`src/rtl/board_eval_if.sv`:
```
// Bus bundle for board_eval: the CPU register port (slave_*) and the SDRAM master port (master_*).
// Modport slave is board_eval's view; modport master is the CPU/SDRAM environment's view.
interface board_eval_if;
    logic        slave_waitrequest;
    logic [3:0]  slave_address;
    logic        slave_read;
    logic [31:0] slave_readdata;
    logic        slave_write;
    logic [31:0] slave_writedata;
    logic        master_waitrequest;
    logic [31:0] master_address;
    logic        master_read;
    logic [31:0] master_readdata;
    logic        master_readdatavalid;
    logic        master_write;
    logic [31:0] master_writedata;

    modport slave (
        input  slave_address, slave_read, slave_write, slave_writedata,
               master_waitrequest, master_readdata, master_readdatavalid,
        output slave_waitrequest, slave_readdata,
               master_address, master_read, master_write, master_writedata
    );

    modport master (
        output slave_address, slave_read, slave_write, slave_writedata,
               master_waitrequest, master_readdata, master_readdatavalid,
        input  slave_waitrequest, slave_readdata,
               master_address, master_read, master_write, master_writedata
    );
endinterface

```
`src/rtl/board_eval.sv`:
```
// Streams N child boards from SDRAM, writes a material score per board and tracks the best one.
// Define BOARD_EVAL_PST_EN to add the pawn-advancement bonus to each pawn's value.
module board_eval #(
    parameter int unsigned MAX_BOARDS = 32,
    parameter int          PAWN_VAL   = 100,
    parameter int          KNIGHT_VAL = 320,
    parameter int          BISHOP_VAL = 330,
    parameter int          ROOK_VAL   = 500,
    parameter int          QUEEN_VAL  = 900,
    parameter int          KING_VAL   = 20000
) (
    input logic         clk,
    input logic         rst,
    board_eval_if.slave bus
);
    localparam int unsigned BW = $clog2(MAX_BOARDS + 1);
    localparam logic [31:0] IDX_NONE = 32'hFFFF_FFFF;
    localparam logic signed [31:0] SCORE_MIN = 32'sh8000_0000;

    typedef enum logic [2:0] {
        S_IDLE, S_INIT, S_RD_SQ, S_WT_SQ, S_WR_SCORE, S_UPD_BEST, S_DONE
    } state_t;

    state_t             state_r;
    logic [31:0]        src_base_r;
    logic [31:0]        score_base_r;
    logic [BW-1:0]      num_boards_r;
    logic               side_r;
    logic [BW-1:0]      board_r;
    logic [5:0]         sq_r;
    logic signed [31:0] acc_r;
    logic signed [31:0] best_score_r;
    logic [31:0]        best_idx_r;
    logic               master_read_r;
    logic               master_write_r;
    logic [31:0]        master_address_r;
    logic [31:0]        master_writedata_r;

    logic               busy_s;
    logic               rd_best_s;
    logic               start_s;
    logic               better_s;
    logic signed [31:0] sq_value_s;
    logic signed [31:0] acc_next_s;
    logic               unused_rd_hi;

    function automatic logic signed [31:0] piece_value(input logic [7:0] piece);
        logic [7:0]         mag;
        logic signed [31:0] val;
        mag = piece[7] ? (8'd0 - piece) : piece;
        case (mag)
            8'd1:    val = 32'(PAWN_VAL);
            8'd2:    val = 32'(KNIGHT_VAL);
            8'd3:    val = 32'(BISHOP_VAL);
            8'd4:    val = 32'(ROOK_VAL);
            8'd5:    val = 32'(QUEEN_VAL);
            8'd6:    val = 32'(KING_VAL);
            default: val = 32'sd0;
        endcase
        return piece[7] ? -val : val;
    endfunction

`ifdef BOARD_EVAL_PST_EN
    function automatic logic signed [31:0] pst_bonus(input logic [7:0] piece, input logic [2:0] row);
        logic signed [31:0] r;
        r = $signed({29'd0, row});
        if (piece == 8'h01) begin
            return 32'sd10 * (r - 32'sd1);
        end else if (piece == 8'hFF) begin
            return -(32'sd10 * (32'sd6 - r));
        end else begin
            return 32'sd0;
        end
    endfunction
`endif

    function automatic logic [31:0] sq_addr(input logic [31:0] base, input logic [BW-1:0] board,
                                            input logic [5:0] sq);
        return base + (32'(board) << 8) + (32'(sq) << 2);
    endfunction

    assign unused_rd_hi = ^bus.master_readdata[31:8];

    assign bus.master_read      = master_read_r;
    assign bus.master_write     = master_write_r;
    assign bus.master_address   = master_address_r;
    assign bus.master_writedata = master_writedata_r;

    // Square value, control decodes and the CPU read mux.
    always_comb begin
        sq_value_s = piece_value(bus.master_readdata[7:0]);
`ifdef BOARD_EVAL_PST_EN
        sq_value_s = sq_value_s + pst_bonus(bus.master_readdata[7:0], sq_r[5:3]);
`endif
        acc_next_s = acc_r + sq_value_s;
        busy_s     = (state_r != S_IDLE) && (state_r != S_DONE);
        rd_best_s  = bus.slave_read && (bus.slave_address == 4'd0);
        start_s    = bus.slave_write && (bus.slave_address == 4'd0) && !busy_s;
        // No best yet means the first board always wins, whichever side is to move.
        if (best_idx_r == IDX_NONE) begin
            better_s = 1'b1;
        end else if (side_r) begin
            better_s = acc_r < best_score_r;
        end else begin
            better_s = acc_r > best_score_r;
        end
        bus.slave_waitrequest = rd_best_s && busy_s;
        if (bus.slave_read) begin
            case (bus.slave_address)
                4'd0:    bus.slave_readdata = best_idx_r;
                4'd5:    bus.slave_readdata = best_score_r;
                4'd6:    bus.slave_readdata = 32'(board_r);
                default: bus.slave_readdata = 32'd0;
            endcase
        end else begin
            bus.slave_readdata = 32'd0;
        end
    end

    // Register file writes plus the evaluation state machine.
    always_ff @(posedge clk) begin
        if (rst) begin
            state_r            <= S_IDLE;
            src_base_r         <= 32'd0;
            score_base_r       <= 32'd0;
            num_boards_r       <= '0;
            side_r             <= 1'b0;
            board_r            <= '0;
            sq_r               <= 6'd0;
            acc_r              <= 32'sd0;
            best_score_r       <= SCORE_MIN;
            best_idx_r         <= IDX_NONE;
            master_read_r      <= 1'b0;
            master_write_r     <= 1'b0;
            master_address_r   <= 32'hFFFF_FFFF;
            master_writedata_r <= 32'hFFFF_FFFF;
        end else begin
            if (bus.slave_write) begin
                case (bus.slave_address)
                    4'd1: src_base_r   <= bus.slave_writedata;
                    4'd2: num_boards_r <= (bus.slave_writedata > 32'(MAX_BOARDS))
                                          ? BW'(MAX_BOARDS) : BW'(bus.slave_writedata);
                    4'd3: score_base_r <= bus.slave_writedata;
                    4'd4: side_r       <= bus.slave_writedata[0];
                    default: ;
                endcase
            end
            case (state_r)
                S_IDLE, S_DONE: begin
                    if (start_s) begin
                        board_r      <= '0;
                        sq_r         <= 6'd0;
                        acc_r        <= 32'sd0;
                        best_score_r <= SCORE_MIN;
                        best_idx_r   <= IDX_NONE;
                        state_r      <= S_INIT;
                    end else if (state_r == S_DONE && rd_best_s) begin
                        state_r <= S_IDLE;
                    end
                end
                S_INIT: begin
                    if (num_boards_r == '0) begin
                        state_r <= S_DONE;
                    end else begin
                        master_read_r    <= 1'b1;
                        master_address_r <= sq_addr(src_base_r, board_r, 6'd0);
                        state_r          <= S_RD_SQ;
                    end
                end
                S_RD_SQ: begin
                    if (!bus.master_waitrequest) begin
                        master_read_r <= 1'b0;
                        state_r       <= S_WT_SQ;
                    end
                end
                S_WT_SQ: begin
                    if (bus.master_readdatavalid) begin
                        acc_r <= acc_next_s;
                        if (sq_r == 6'd63) begin
                            master_write_r     <= 1'b1;
                            master_writedata_r <= acc_next_s;
                            master_address_r   <= score_base_r + (32'(board_r) << 2);
                            state_r            <= S_WR_SCORE;
                        end else begin
                            sq_r             <= sq_r + 6'd1;
                            master_read_r    <= 1'b1;
                            master_address_r <= sq_addr(src_base_r, board_r, sq_r + 6'd1);
                            state_r          <= S_RD_SQ;
                        end
                    end
                end
                S_WR_SCORE: begin
                    if (!bus.master_waitrequest) begin
                        master_write_r <= 1'b0;
                        state_r        <= S_UPD_BEST;
                    end
                end
                S_UPD_BEST: begin
                    if (better_s) begin
                        best_score_r <= acc_r;
                        best_idx_r   <= 32'(board_r);
                    end
                    board_r <= board_r + BW'(1);
                    if (board_r + BW'(1) == num_boards_r) begin
                        state_r <= S_DONE;
                    end else begin
                        acc_r            <= 32'sd0;
                        sq_r             <= 6'd0;
                        master_read_r    <= 1'b1;
                        master_address_r <= sq_addr(src_base_r, board_r + BW'(1), 6'd0);
                        state_r          <= S_RD_SQ;
                    end
                end
                default: state_r <= S_IDLE;
            endcase
        end
    end
endmodule

```
`src/flat_wrapper.sv`:
```
// flat-port wrapper written by rule: the top's interface ports become plain ports
module board_eval_flat 
#(
    parameter int unsigned MAX_BOARDS = 32,
    parameter int          PAWN_VAL   = 100,
    parameter int          KNIGHT_VAL = 320,
    parameter int          BISHOP_VAL = 330,
    parameter int          ROOK_VAL   = 500,
    parameter int          QUEEN_VAL  = 900,
    parameter int          KING_VAL   = 20000
)
  (clk, rst, bus_slave_address, bus_slave_read, bus_slave_write, bus_slave_writedata, bus_master_waitrequest, bus_master_readdata, bus_master_readdatavalid, bus_slave_waitrequest, bus_slave_readdata, bus_master_address, bus_master_read, bus_master_write, bus_master_writedata);
  board_eval_if bus_i ();
  input logic clk;
  input logic rst;
  input wire logic [$bits(bus_i.slave_address)-1:0] bus_slave_address;
  input wire logic [$bits(bus_i.slave_read)-1:0] bus_slave_read;
  input wire logic [$bits(bus_i.slave_write)-1:0] bus_slave_write;
  input wire logic [$bits(bus_i.slave_writedata)-1:0] bus_slave_writedata;
  input wire logic [$bits(bus_i.master_waitrequest)-1:0] bus_master_waitrequest;
  input wire logic [$bits(bus_i.master_readdata)-1:0] bus_master_readdata;
  input wire logic [$bits(bus_i.master_readdatavalid)-1:0] bus_master_readdatavalid;
  output wire logic [$bits(bus_i.slave_waitrequest)-1:0] bus_slave_waitrequest;
  output wire logic [$bits(bus_i.slave_readdata)-1:0] bus_slave_readdata;
  output wire logic [$bits(bus_i.master_address)-1:0] bus_master_address;
  output wire logic [$bits(bus_i.master_read)-1:0] bus_master_read;
  output wire logic [$bits(bus_i.master_write)-1:0] bus_master_write;
  output wire logic [$bits(bus_i.master_writedata)-1:0] bus_master_writedata;
  assign bus_i.slave_address = bus_slave_address;
  assign bus_i.slave_read = bus_slave_read;
  assign bus_i.slave_write = bus_slave_write;
  assign bus_i.slave_writedata = bus_slave_writedata;
  assign bus_i.master_waitrequest = bus_master_waitrequest;
  assign bus_i.master_readdata = bus_master_readdata;
  assign bus_i.master_readdatavalid = bus_master_readdatavalid;
  assign bus_slave_waitrequest = bus_i.slave_waitrequest;
  assign bus_slave_readdata = bus_i.slave_readdata;
  assign bus_master_address = bus_i.master_address;
  assign bus_master_read = bus_i.master_read;
  assign bus_master_write = bus_i.master_write;
  assign bus_master_writedata = bus_i.master_writedata;
  board_eval #(.MAX_BOARDS(MAX_BOARDS), .PAWN_VAL(PAWN_VAL), .KNIGHT_VAL(KNIGHT_VAL), .BISHOP_VAL(BISHOP_VAL), .ROOK_VAL(ROOK_VAL), .QUEEN_VAL(QUEEN_VAL), .KING_VAL(KING_VAL)) u_core (.clk(clk), .rst(rst), .bus(bus_i));
endmodule
```
`config.mk`:
```
export PLATFORM = sky130hd
export DESIGN_NAME = board_eval_flat
export DESIGN_NICKNAME = d
export VERILOG_FILES = /design/src/rtl/board_eval_if.sv /design/src/rtl/board_eval.sv /design/src/flat_wrapper.sv
export SDC_FILE = /design/constraint.sdc
export NUM_CORES = 1
export LEC_CHECK = 0
export ABC_AREA = 1
export BUFFER_PORTS_ARGS = -buffer_cell sky130_fd_sc_hd__buf_2
export CORE_MARGIN = 5
export CORE_UTILIZATION = 46
export DETAILED_ROUTE_END_ITERATION = 10
export PLACE_DENSITY = 0.61
export SLEW_MARGIN = 20
export SYNTH_ARGS = -nofsm -noshare
export SYNTH_HDL_FRONTEND = slang
export SYNTH_SLANG_ARGS = --single-unit
```
`constraint.sdc`:
```
create_clock -name clk -period 10.35 [get_ports clk]
set_clock_uncertainty 0.15 [all_clocks]
set_input_delay 0 -clock clk [delete_from_list [all_inputs] [get_ports clk]]
set_output_delay 0 -clock clk [all_outputs]
set_load 0.005 [all_outputs]
```
# == Yosys cells after proc, flatten, opt, wreduce, memory -nomap -nowiden ==
# Cells that the tools add are included.
# totals
elab_cells,135
out_inout_bits,99
in_bits,74
register_bits,248
# classes
n_reduce_logical,30
n_mux,47
n_eq_ne,32
add_sub_neg,9
n_lt_le_gt_ge,3
# ops
cell,count
two-way mux 32 bit,13
one-hot mux 32 bit (3 select lines),3
one-hot mux 32 bit (2 select lines),2
one-hot mux 15 bit (6 select lines),1
adder 32 x 14 -> 32 bit,2
adder 32 x 8 -> 32 bit,2
adder 32 bit,1
== test 32 bit (second input constant),1
> comparator 32 bit,1
> comparator 32 x 6 -> 1 bit (second input constant),1
less-than comparator 32 bit,1
negator 15 -> 32 bit,1
two-way mux 6 bit,5
== test 8 x 3 -> 1 bit (second input constant),3
two-way mux 3 bit,8
one-hot mux 3 bit (6 select lines),1
one-hot mux 6 bit (3 select lines),1
== test 8 x 2 -> 1 bit (second input constant),2
AND reduction 4 bit,4
adder 6 x 1 -> 6 bit (second input constant),2
== test 4 x 3 -> 1 bit (second input constant),3
inequality test 2 bit (second input constant),6
one-hot mux 6 bit (2 select lines),1
AND reduction 2 bit,5
other kinds (28),51

# == Depth between registers and ports, before layout ==
# Gate-level depths: netlist (run 1).
# depth
ltp_word,9
ltp_mapped,33
ltp_nobuf,33

# == Worst setup path before layout (run 1) ==
# No wires, ideal clock.
# synth_timing
path_kind,input -> register
startpoint,input port bus_master_readdata[0]
endpoint,register u_core.acc_r[21]
n_path_buf,1
t_arrival_ps,3666
setup_slack_ps,6402
stages,25
t_required_ps,10068
setup_time_ps,132
cell_sequence,inv_1 -> ha_1 -> nand2_1 -> o211ai_1 -> nand2_2 -> nand2_1 -> inv_1 -> nor2_1 -> nand2_1 -> inv_1 -> ha_1 -> or2_2 -> clkbuf_1 -> nand2_1 -> xor2_1 -> ha_1 -> a21oi_1 -> o21ai_0 -> a21oi_1 -> inv_1 -> a21oi_1 -> o21bai_1 -> or2_2 -> nand3_1 -> a21oi_1
# synth_between
elab_chain_cells,9
word_cells_on_any_way,14
classes_between,add/sub: 3; eq/ne: 6; mux: 5
# synth_lines
item,line,source
from (decl),flat_wrapper.sv:21,input wire logic [$bits(bus_i.master_readdata)-1:0] bus_master_readdata;
subtractor 1 x 8 -> 8 bit,board_eval.sv:50,mag = piece[7] ? (8'd0 - piece) : piece;
two-way mux 8 bit (*),board_eval.sv:50,
"== test 8 x 3 -> 1 bit, or another cell as far along",board_eval.sv:51,case (mag)
one-hot mux 15 bit (6 select lines) (*),board_eval.sv:51,
negator 15 -> 32 bit,board_eval.sv:60,return piece[7] ? -val : val;
two-way mux 32 bit (*),board_eval.sv:60,
adder 32 bit (*),board_eval.sv:95,acc_next_s = acc_r + sq_value_s;
two-way mux 32 bit (*),board_eval.sv:177,if (bus.master_readdatavalid) begin
one-hot mux 32 bit (3 select lines) (*),board_eval.sv:148,case (state_r)
to (signal assigned),board_eval.sv:178,acc_r <= acc_next_s;
to (decl),board_eval.sv:31,logic signed [31:0] acc_r;
# Every way passes the cells marked *; elsewhere a longest branch is shown, timed or not. The select of a mux whose other input is x is not followed.
# A chain may end at the register's enable or synchronous reset.

# == Worst setup path after layout (run 1) ==
# layout_timing
startpoint,input port bus_master_readdata[7]
endpoint,register u_core.acc_r[21]
# layout_between
elab_chain_cells,9
word_cells_on_any_way,14
classes_between,add/sub: 3; eq/ne: 6; mux: 5
# layout_lines
item,line
subtractor 1 x 8 -> 8 bit,board_eval.sv:50
two-way mux 8 bit,board_eval.sv:50
"== test 8 x 3 -> 1 bit, or another cell as far along",board_eval.sv:51
one-hot mux 15 bit (6 select lines),board_eval.sv:51
negator 15 -> 32 bit,board_eval.sv:60
two-way mux 32 bit (*),board_eval.sv:60
adder 32 bit (*),board_eval.sv:95
two-way mux 32 bit (*),board_eval.sv:177
one-hot mux 32 bit (3 select lines) (*),board_eval.sv:148
# Marked as above.

==> impl_metrics.tcl, run 1 <==
set metrics [dict create \
    outcome "finished clean" \
    final.period_utilization_pct 51.46 \
    period_needed_ns 5.326 \
    synthTopCellsByCount "nand2_1 (684), a21oi_1 (307), inv_1 (279)" \
    netlist_area_mm2 0.01584 \
    design.core.area_mm2 0.03429 \
    grt_pass1_wl_um 87770 \
    cp.arrival_ns 5.58 \
    synth_top_cell_area_share_pct 27.93 \
    clock_latency_ns 0.57 \
    drive_above_1_share_pct 10.29 \
    worst-r2r-cell-count 18 \
    synth_flop_cell "dfxtp_1" \
    synthCells 2514 \
    hold_start "bus_slave_writedata[13]" \
    yosysMostFrequentCell "nand2_1" \
    viasPerCell 5.496 \
    crit_fanout 17 \
    drt_pass1_iterations 5 \
    initial_utilization_pct 46.19 \
    fp-row-count 68 \
    ys_warn_count 0 \
    max_freq_mhz 187.8 \
    finalSetupTns_ns 0 \
    area_delta_synth_final_pct 15.86 \
    clkPwrFrac_pct 48.8 \
    cpLargestDelayFamily "simple AND/OR/NAND/NOR gates" \
    r2r_slack_ns 6.09 \
    grt_antenna_before_repair 0 \
    clk_path_buf_depth 3 \
    switchingPower_w 0.0004964 \
    hold_depth 4 \
    final_nets 2849 \
    critPathKind "primary input to register" \
    startpoint_type "primary input" \
    num_io_pins 173 \
    pwr-share-seq_pct 43.9 \
    port_buffers 148 \
    synth.area.top_cells "dfxtp_1 (28%), nand2_1 (16%), a21oi_1 (9.7%)" \
    route.detailed.drc 0 \
    rsz0062_at_grt "no" \
    ys_async_sr_fraction_pct 0 \
    tritoncts.num_buffers 27 \
    ant_nets 0 \
    cp_data_required_time_ns 10.60 \
    num_antenna_cells 0 \
    combinationalPowerShare_pct 7.3 \
    synth_seq_cells 221 \
    critPathSlowestCell "dlygate4sd3_1" \
    fin_cells 3148 \
    die_h_um 195.6 \
    die_w_um 195.6 \
    grt_use_total_pct 28.03 \
    finalWeightedCongestion 0.9481 \
    place_hpwl_um 42170 \
    synth_edf_count 0 \
    drt_iter0_drc 1482 \
    synth_fp_nets 2691 \
    final-hold-violation-count 0 \
    cts_setup_buffers 0 \
    wl_per_cell_um 17.76 \
    cap_violations 0 \
    p_leak_nw 7.940 \
    htreeDepth 1 \
    r2r-start "u_core.board_r[0]" \
    avgSynthCellArea_um2 6.300 \
    irDropWorstVdd_mv 0.1162 \
    slew_viol_final 0 \
    clkSinkCount 221 \
    endpoint_kind "register" \
    regArea_mm2 0.004424 \
    p_per_area_mw_per_mm2 107.3 \
    worstMarginPinSlew_ns 0.9501 \
    synth_cell_types 51 \
    synth-seq-area-share_pct 27.93 \
    max_stage_delay_ns 0.52 \
    hp-class "primary input to register" \
    reg2reg_to "u_core.bus.master_address[19]" \
    swShare_pct 25.21 \
    dp.cells 3040 \
    hold_end "u_core.src_base_r[13]" \
    cts_root_buf "clkbuf_16" \
    p_int_w 0.001472 \
    clk_pin_slew_ns 0.06 \
    totalWireLength_um 55900 \
    grt_max_degree 95 \
    multi_input_area_mm2 0.009915 \
    n_fill_cell 3504 \
    synth_largest_area_cell "dfxtp_1" \
    grt_overflow_total 0 \
    maxSlewHeadroom_pct 36.66 \
    first_global_vias 15740 \
    setup_viol 0 \
    cp_num_buf_inv 6 \
    cts_tree "yes" \
    dieArea_mm2 0.03824 \
    dr_total_vias 17300 \
]
## worst reg2reg max path: cells and delay by family (launching register included)
family,cells,cell delay (ns)
AO/OA/AOI/OAI,4,0.99
XOR/XNOR,1,0.44
adder cells (fa/ha/maj),2,0.68
flip-flops,1,0.65
AND/OR/NAND/NOR,11,1.25
## per-stage QoR
step | setup slack, ns | power, W | instance area [µm²] | utilization, % | hold WS (ns)
final | 5.024 | 0.001969 | 18350 | 53.52 | 0.1218
after global routing | 4.722 | 0.002041 | 18350 | 53.52 | 0.1549
after CTS | 5.203 | 0.001987 | 18340 | 53.50 | 0.05510
after detailed placement | 5.178 | 0.001009 | 16870 | 49.19 | 0.1180
after global placement | 5.282 | 0.001008 | 16870 | 49.19 | 0.1052
after floorplan | 6.402 | 0.0009618 | 15840 | - | -0.03292
## worst max-delay path by stage
stage	start	endpoint	cells past startpoint
floorplan	bus_master_readdata[0]	u_core.acc_r[21]	25
global placement	bus_master_readdata[7]	u_core.acc_r[21]	25
CTS	bus_master_readdata[7]	u_core.acc_r[21]	26
global route	bus_master_readdata[7]	u_core.acc_r[21]	26
detailed placement	bus_master_readdata[7]	u_core.acc_r[21]	25
finish	bus_master_readdata[7]	u_core.acc_r[21]	26
## repair_timing
item                      in CTS  in global routing
hold endpoints to repair     152                  0
resized for setup              0                  0
hold buffers                  58                  0
## flip-flops by register name (all words and copies together), names as in the netlist
name / count
u_core.sq_r: 6
u_core.bus.master_write: 1
u_core.side_r: 1
u_core.bus.master_writedata: 32
u_core.bus.master_read: 1
u_core.best_idx_r: 7
u_core.acc_r: 31
u_core.state_r: 3
u_core.score_base_r: 32
u_core.board_r: 6
u_core.src_base_r: 32
u_core.num_boards_r: 6
u_core.bus.master_address: 32
u_core.best_score_r: 31
## per-layer routing
metal / global-route usage, % / vias up / share of wire (%)
met5: 0 / - / 0
met4: 6.310 / 0 / 2.4
met3: 4.641 / 99 / 7.5
met2: 41.50 / 595 / 42
met1: 42.56 / 7974 / 48
li1: - / 8633 / -
## cell type report
cell class | instances | area share, %
clock buffers | 35 | 4.118
clock inverters | 15 | 0.7636
inverters | 296 | 6.054
multi-input cells | 1905 | 54.03
flip-flops and latches | 221 | 24.11
well taps | 455 | 3.102
repair buffers | 221 | 7.827
## kinds of logic (layout without fill, tap and decap cells)
| logic type | after synthesis | after routing | share of synthesized area (%) |
|---|---|---|---|
| xor gates and xnor gates | 56 | 56 | 3.144 |
| AOI/OAI and AO/OA | 553 | 553 | 18.87 |
| adders and majority gates | 103 | 103 | 8.374 |
| buffers and inverters | 388 | 567 | 9.566 |
| DFF | 221 | 221 | 27.93 |
| and+or+nand+nor | 1193 | 1193 | 32.11 |
## power groups by stage
stage                     Sequential, W  Clock, W  Combinational, W
after floorplan                0.000881         0         0.0000809
after global placement         0.000884         0          0.000124
after detailed placement       0.000884         0          0.000125
after CTS                      0.000865  0.000982          0.000139
after global routing           0.000866   0.00102          0.000157
final                          0.000865  0.000960          0.000143
## placed cells by master, fill, tap and decap left out, drive strengths merged, types with 2 or more instances in the layout
master	Yosys	final
a211oi	2	2
a21boi	4	4
a21o	5	5
a21oi	308	308
a31oi	13	13
buf	32	163
bufinv	0	2
clkbuf	60	35
clkinv	3	11
clkinvlp	0	3
dfxtp	221	221
dlygate4sd3	0	58
fa	5	5
ha	98	98
inv	293	295
nand2	700	700
nand3	203	203
nand3b	11	11
nand4	25	25
nor2	209	209
nor3	19	19
nor4	14	14
o211ai	17	17
o21a	5	5
o21ai	154	154
o21bai	10	10
o221ai	10	10
o22ai	13	13
o31ai	8	8
or2	7	7
or4	3	3
xnor2	17	17
xor2	39	39
Note: power is estimated with default switching activity, not from simulation.
==> inputs of run 2 (changes only) <==
PLACE_DENSITY = 0.64   (was 0.61)
clock period = 4.7 ns   (was 10.35 ns; I/O delays follow)
==> run 2 against run 1 <==
Clock-buffer cell count is 4 higher. Via count is 0.50% higher. Hold slack worse by 0.0044 ns. Combinational power is 120% higher. Total power is 110% higher. Core utilization hardly changed. Critical path depth stayed put. Sequential share of layout area hardly changed. Non-clock buffer count is 9 higher.
==> impl_metrics.tcl, run 2 (synthesis results as in run 1) <==
set metrics [dict create \
    cp_data_required_time_ns 4.95 \
    endpoint_kind "register" \
    first_global_vias 15990 \
    power_w 0.004226 \
    initial_utilization_pct 46.19 \
    htreeDepth 1 \
    slew_viol_final 0 \
    cts_root_buf "clkbuf_16" \
    swShare_pct 25.12 \
    combinationalPowerShare_pct 7.4 \
    drive_above_1_share_pct 10.45 \
    viasPerCell 5.514 \
    crit_fanout 17 \
    die_h_um 195.6 \
    hold_start "bus_slave_writedata[4]" \
    grt_antenna_before_repair 2 \
    r2r_slack_ns 0.68 \
    cts_tree "yes" \
    switchingPower_w 0.001062 \
    cts_setup_buffers 0 \
    max_stage_delay_ns 0.52 \
    critPathKind "primary input to register" \
    maxSlewHeadroom_pct 37.63 \
    drt_iter0_drc 1468 \
    clkPwrFrac_pct 47.4 \
    startpoint "bus_master_readdata[7]" \
    num_io_pins 173 \
    hold_depth 4 \
    pwr-share-seq_pct 45.1 \
    tritoncts.num_buffers 28 \
    area_delta_synth_final_pct 15.93 \
    mostFrequentLayoutCell "nand2_1" \
    ant_nets 0 \
    final_nets 2859 \
    grt_use_total_pct 28.10 \
    p_int_w 0.003165 \
    crit_top_cell "nand2_1" \
    dr_total_vias 17390 \
    clk_path_buf_depth 3 \
    clock_latency_ns 0.56 \
    wl_per_cell_um 17.92 \
    grt_max_degree 95 \
    dieArea_mm2 0.03824 \
    cp.arrival_ns 4.61 \
    final.period_utilization_pct 92.58 \
    final-hold-violation-count 0 \
    totalWireLength_um 56510 \
    n_fill_cell 3511 \
    startpoint_type "primary input" \
    num_antenna_cells 0 \
    route.detailed.drc 0 \
    drt_pass1_iterations 5 \
    worstMarginPinSlew_ns 0.9356 \
    hp-class "primary input to register" \
    clkSinkCount 221 \
    cap_violations 0 \
    irDropWorstVdd_mv 0.2781 \
    max_freq_mhz 229.8 \
    p_per_area_mw_per_mm2 230.2 \
    place_hpwl_um 43080 \
    grt_overflow_total 0 \
    holdWs_ns 0.1174 \
    setup_viol 0 \
    design.core.area_mm2 0.03429 \
    critPathSlowestCell "dlygate4sd3_1" \
    port_buffers 148 \
    die_w_um 195.6 \
    finalWeightedCongestion 0.9951 \
    outcome "finished clean" \
    clk_pin_slew_ns 0.06 \
    r2r-start "u_core.board_r[1]" \
    worst-r2r-cell-count 17 \
    p_leak_nw 7.953 \
    grt_pass1_wl_um 88150 \
    fp-row-count 68 \
    period_needed_ns 4.351 \
    mostFrequentLayoutCells "nand2_1 (684), a21oi_1 (304), inv_1 (278)" \
]
## run 2: repair_timing
action | CTS | global route
endpoints found under the setup margin | 0 | 19
hold endpoints to repair | 127 | 0
resized for setup | 0 | 6
hold buffers | 55 | 0
## run 2: power groups by stage
| stage | combinational [W] | clock, W | sequential (W) |
|---|---|---|---|
| 2_1_floorplan | 0.000178 | 0 | 0.00194 |
| 3_3_place_gp | 0.000274 | 0 | 0.00195 |
| 3_5_place_dp | 0.000277 | 0 | 0.00195 |
| 4_1_cts | 0.000308 | 0.00204 | 0.00191 |
| 5_1_grt | 0.000347 | 0.00211 | 0.00191 |
| 6_report | 0.000315 | 0.00200 | 0.00191 |
## run 2: final timing paths
kind	end
worst max-delay path	u_core.acc_r[27]
worst min register to register	u_core.score_base_r[1]
worst max register to register	u_core.bus.master_address[19]
worst min-delay path	u_core.src_base_r[4]
## run 2: critical path: cells and delay by family
kind / cells / cell delay [ns]
adder cells (fa/ha/maj): 2 / 0.53
XOR/XNOR: 1 / 0.16
buffers and inverters: 5 / 1.02
AND/OR/NAND/NOR: 11 / 1.70
AO/OA/AOI/OAI: 7 / 1.16
## run 2: area by class of cell
cell class	count	area [µm²]	share of cell area (%)
multi-input combinational	1905	9920	54.02
sequential	221	4424	24.10
timing repair buffer	230	1499	8.164
inverter	296	1112	6.058
clock buffer	39	793.3	4.320
tap	455	569.3	3.101
clock inverter	7	43.79	0.2385
## run 2: layer usage
layer	wire length [µm]	global-route usage (%)	share of wire [%]
met1	26370	41.63	47
met2	23800	42.45	42
met5	12	0	0.021
met4	1478	7.215	2.6
met3	4842	4.607	8.6
## run 2: through the flow
step	cells	area (µm²)	setup TNS [ns]	utilization [%]	setup WS [ns]
finish	3153	18360	0	53.55	0.3487
global route	3153	18360	-0.03832	53.55	-0.02095
CTS	3153	18340	0	53.50	0.2630
detailed placement	3052	16960	0	49.45	0.1580
global placement	3052	16960	0	49.45	0.2181
floorplan	2514	15840	0	-	0.7519
==> inputs of run 3 (changes only) <==
CORE_UTILIZATION = 55   (was 46)
GPL_TIMING_DRIVEN = 0   (was not set)
PLACE_DENSITY = not set   (was 0.64)
PLACE_DENSITY_LB_ADDON = 0.12   (was not set)
==> run 3 against run 2 <==
Critical path depth fell by 1. Final area rose by 1.2%. Die area fell by 16%. Global-route usage rose by 7.2 points. Clock-buffer cell count fell by 7. Maximum frequency rose by 0.66%. Core utilization rose by 12 points. Clock power rose by 20%. Sequential power barely moved. Total power rose by 9.5%. Non-clock buffer count rose by 57. Largest power group unchanged. Highest routed layer unchanged.
==> impl_metrics.tcl, run 3 (synthesis results as in run 1) <==
set metrics [dict create \
    final.period_utilization_pct 91.98 \
    design.core.area_mm2 0.02855 \
    p_per_area_mw_per_mm2 249.0 \
    r2r_slack_ns 0.48 \
    initial_utilization_pct 55.48 \
    outcome "finished clean" \
    met2_wirelength_um 25370 \
    totalWireLength_um 60210 \
    irDropWorstVdd_mv 0.3264 \
    grt_pass1_wl_um 93000 \
    place_hpwl_um 47230 \
    area_delta_synth_final_pct 17.30 \
    drt_pass1_iterations 6 \
    mostFrequentLayoutCell "nand2_1" \
    post-route-worst-setup-slack_ns 0.3771 \
    hp-class "primary input to register" \
    dr_total_vias 18480 \
    mostFrequentLayoutCells "nand2_1 (684), a21oi_1 (305), inv_1 (279)" \
    n_fill_cell 2711 \
    cap_violations 0 \
    viasPerCell 5.881 \
    final-hold-violation-count 0 \
    wl_met3_um 6633 \
    die_h_um 179.7 \
    grt_use_total_pct 35.33 \
    grt_max_degree 14 \
    cp.arrival_ns 4.59 \
    max_freq_mhz 231.3 \
    stdcell_area_mm2 0.01858 \
    worstMarginPinSlew_ns 0.8511 \
    fp-row-count 62 \
    port_buffers 145 \
    regArea_mm2 0.004424 \
    startpoint_type "primary input" \
    tritoncts.num_buffers 27 \
    critPathKind "primary input to register" \
    endpoint_kind "register" \
    power_w 0.004626 \
    p_leak_nw 8.061 \
    hold_depth 6 \
    cts_root_buf "clkbuf_16" \
    wl_per_cell_um 19.16 \
    grt_overflow_total 0 \
    ant_nets 0 \
    multi_input_area_mm2 0.009907 \
    htreeDepth 1 \
    worst-r2r-cell-count 18 \
    fin_cells 3143 \
    period_needed_ns 4.323 \
    first_global_vias 16890 \
    clock_latency_ns 0.56 \
    clk_pin_slew_ns 0.06 \
    crit_fanout 11 \
    setup_viol 0 \
    maxSlewHeadroom_pct 43.05 \
    drt_iter0_drc 1984 \
    cts_tree "yes" \
    final_nets 2915 \
    slew_viol_final 0 \
    clkSinkCount 221 \
    clk_path_buf_depth 3 \
    finalWeightedCongestion 1.026 \
    route.detailed.drc 0 \
    die_w_um 179.7 \
    preCtsSetupSlack_ns -0.6674 \
    cp_data_required_time_ns 4.97 \
    wl_met1_um 26150 \
    dp.cells 3043 \
    top_layer "met5" \
    placed_area_mm2 0.01705 \
    drive_above_1_share_pct 10.26 \
    num_io_pins 173 \
    num_antenna_cells 0 \
    dieArea_mm2 0.03229 \
    grt_antenna_before_repair 2 \
    rsz0062_at_grt "no" \
    cts_setup_buffers 0 \
]
-- run 3: changes by cell type in the layout (fill, tap and decap cells not counted), moves of 2 or more --
cell / delta
clkbuf_1: +52
buf_4: -20
buf_2: +15
buf_1: +7
bufinv_16: +7
dlygate4sd3_1: -4
clkinv_4: +3
clkbuf_16: -2
nor2_1: +2
nor2_2: -2
-- run 3: final timing paths --
path	from	to
worst max register to register	u_core.board_r[1]	u_core.bus.master_address[19]
worst max-delay path	bus_master_readdata[0]	u_core.acc_r[27]
worst min-delay path	bus_master_readdata[7]	u_core.acc_r[31]
worst min register to register	u_core.score_base_r[2]	u_core.score_base_r[2]
-- run 3: power by group --
| group | leakage, nW | total [W] | internal [W] | switching (W) |
|---|---|---|---|---|
| logic | 5.78 | 0.000330 | 0.000112 | 0.000219 |
| registers | 1.79 | 0.00191 | 0.00189 | 0.0000168 |
| clock network | 0.498 | 0.00239 | 0.00150 | 0.000889 |
| total | 8.06 | 0.00463 | 0.00350 | 0.00112 |
-- run 3: layout make-up --
type,instances,area share [%]
repair buffers,196,6.654
multi-input cells,1905,53.32
clock inverters,18,1.535
plain buffers,91,2.155
flip-flops and latches,221,23.81
inverters,296,5.980
clock buffers,32,3.953
well taps,384,2.586
-- run 3: critical path, stage by stage --
cell      delay [ns]
buf_2           0.10
inv_1           0.13
ha_1            0.19
nand2_1         0.10
o211ai_1        0.20
nand2_2         0.14
nand2_1         0.18
inv_1           0.06
nor2_1          0.22
nand2_1         0.11
inv_1           0.11
ha_1            0.23
or2_2           0.34
nand2_1         0.25
xor2_1          0.21
ha_1            0.36
a21oi_1         0.25
o21ai_0         0.15
a21oi_2         0.24
o21ai_0         0.23
nand4_1         0.15
o211ai_1        0.15
or2_2           0.32
nand3_1         0.08
a21oi_1         0.07
-- run 3: routing by layer --
layer / up-vias / global-route usage, %
li1: 8761 / -
met1: 8518 / 50.16
met2: 1048 / 54.20
met3: 155 / 7.074
met4: 2 / 11.03
met5: - / 0
-- run 3: repair_timing --
item                                   in CTS  in global routing
endpoints found under the hold margin      81                  0
setup endpoints to repair                   3                  8
resized for setup                           0                  3
hold buffers                               51                  0
-- run 3: stage by stage --
| step | utilization (%) | setup TNS, ns | hold WS (ns) |
|---|---|---|---|
| after global routing | 65.08 | 0 | 0.1060 |
| after global placement | 59.71 | -6.228 | 0.1102 |
| after floorplan | - | 0 | -0.03292 |
| final | 65.08 | 0 | 0.05437 |
| after detailed placement | 59.71 | -9.884 | 0.1074 |
| after CTS | 65.06 | 0 | 0.04725 |
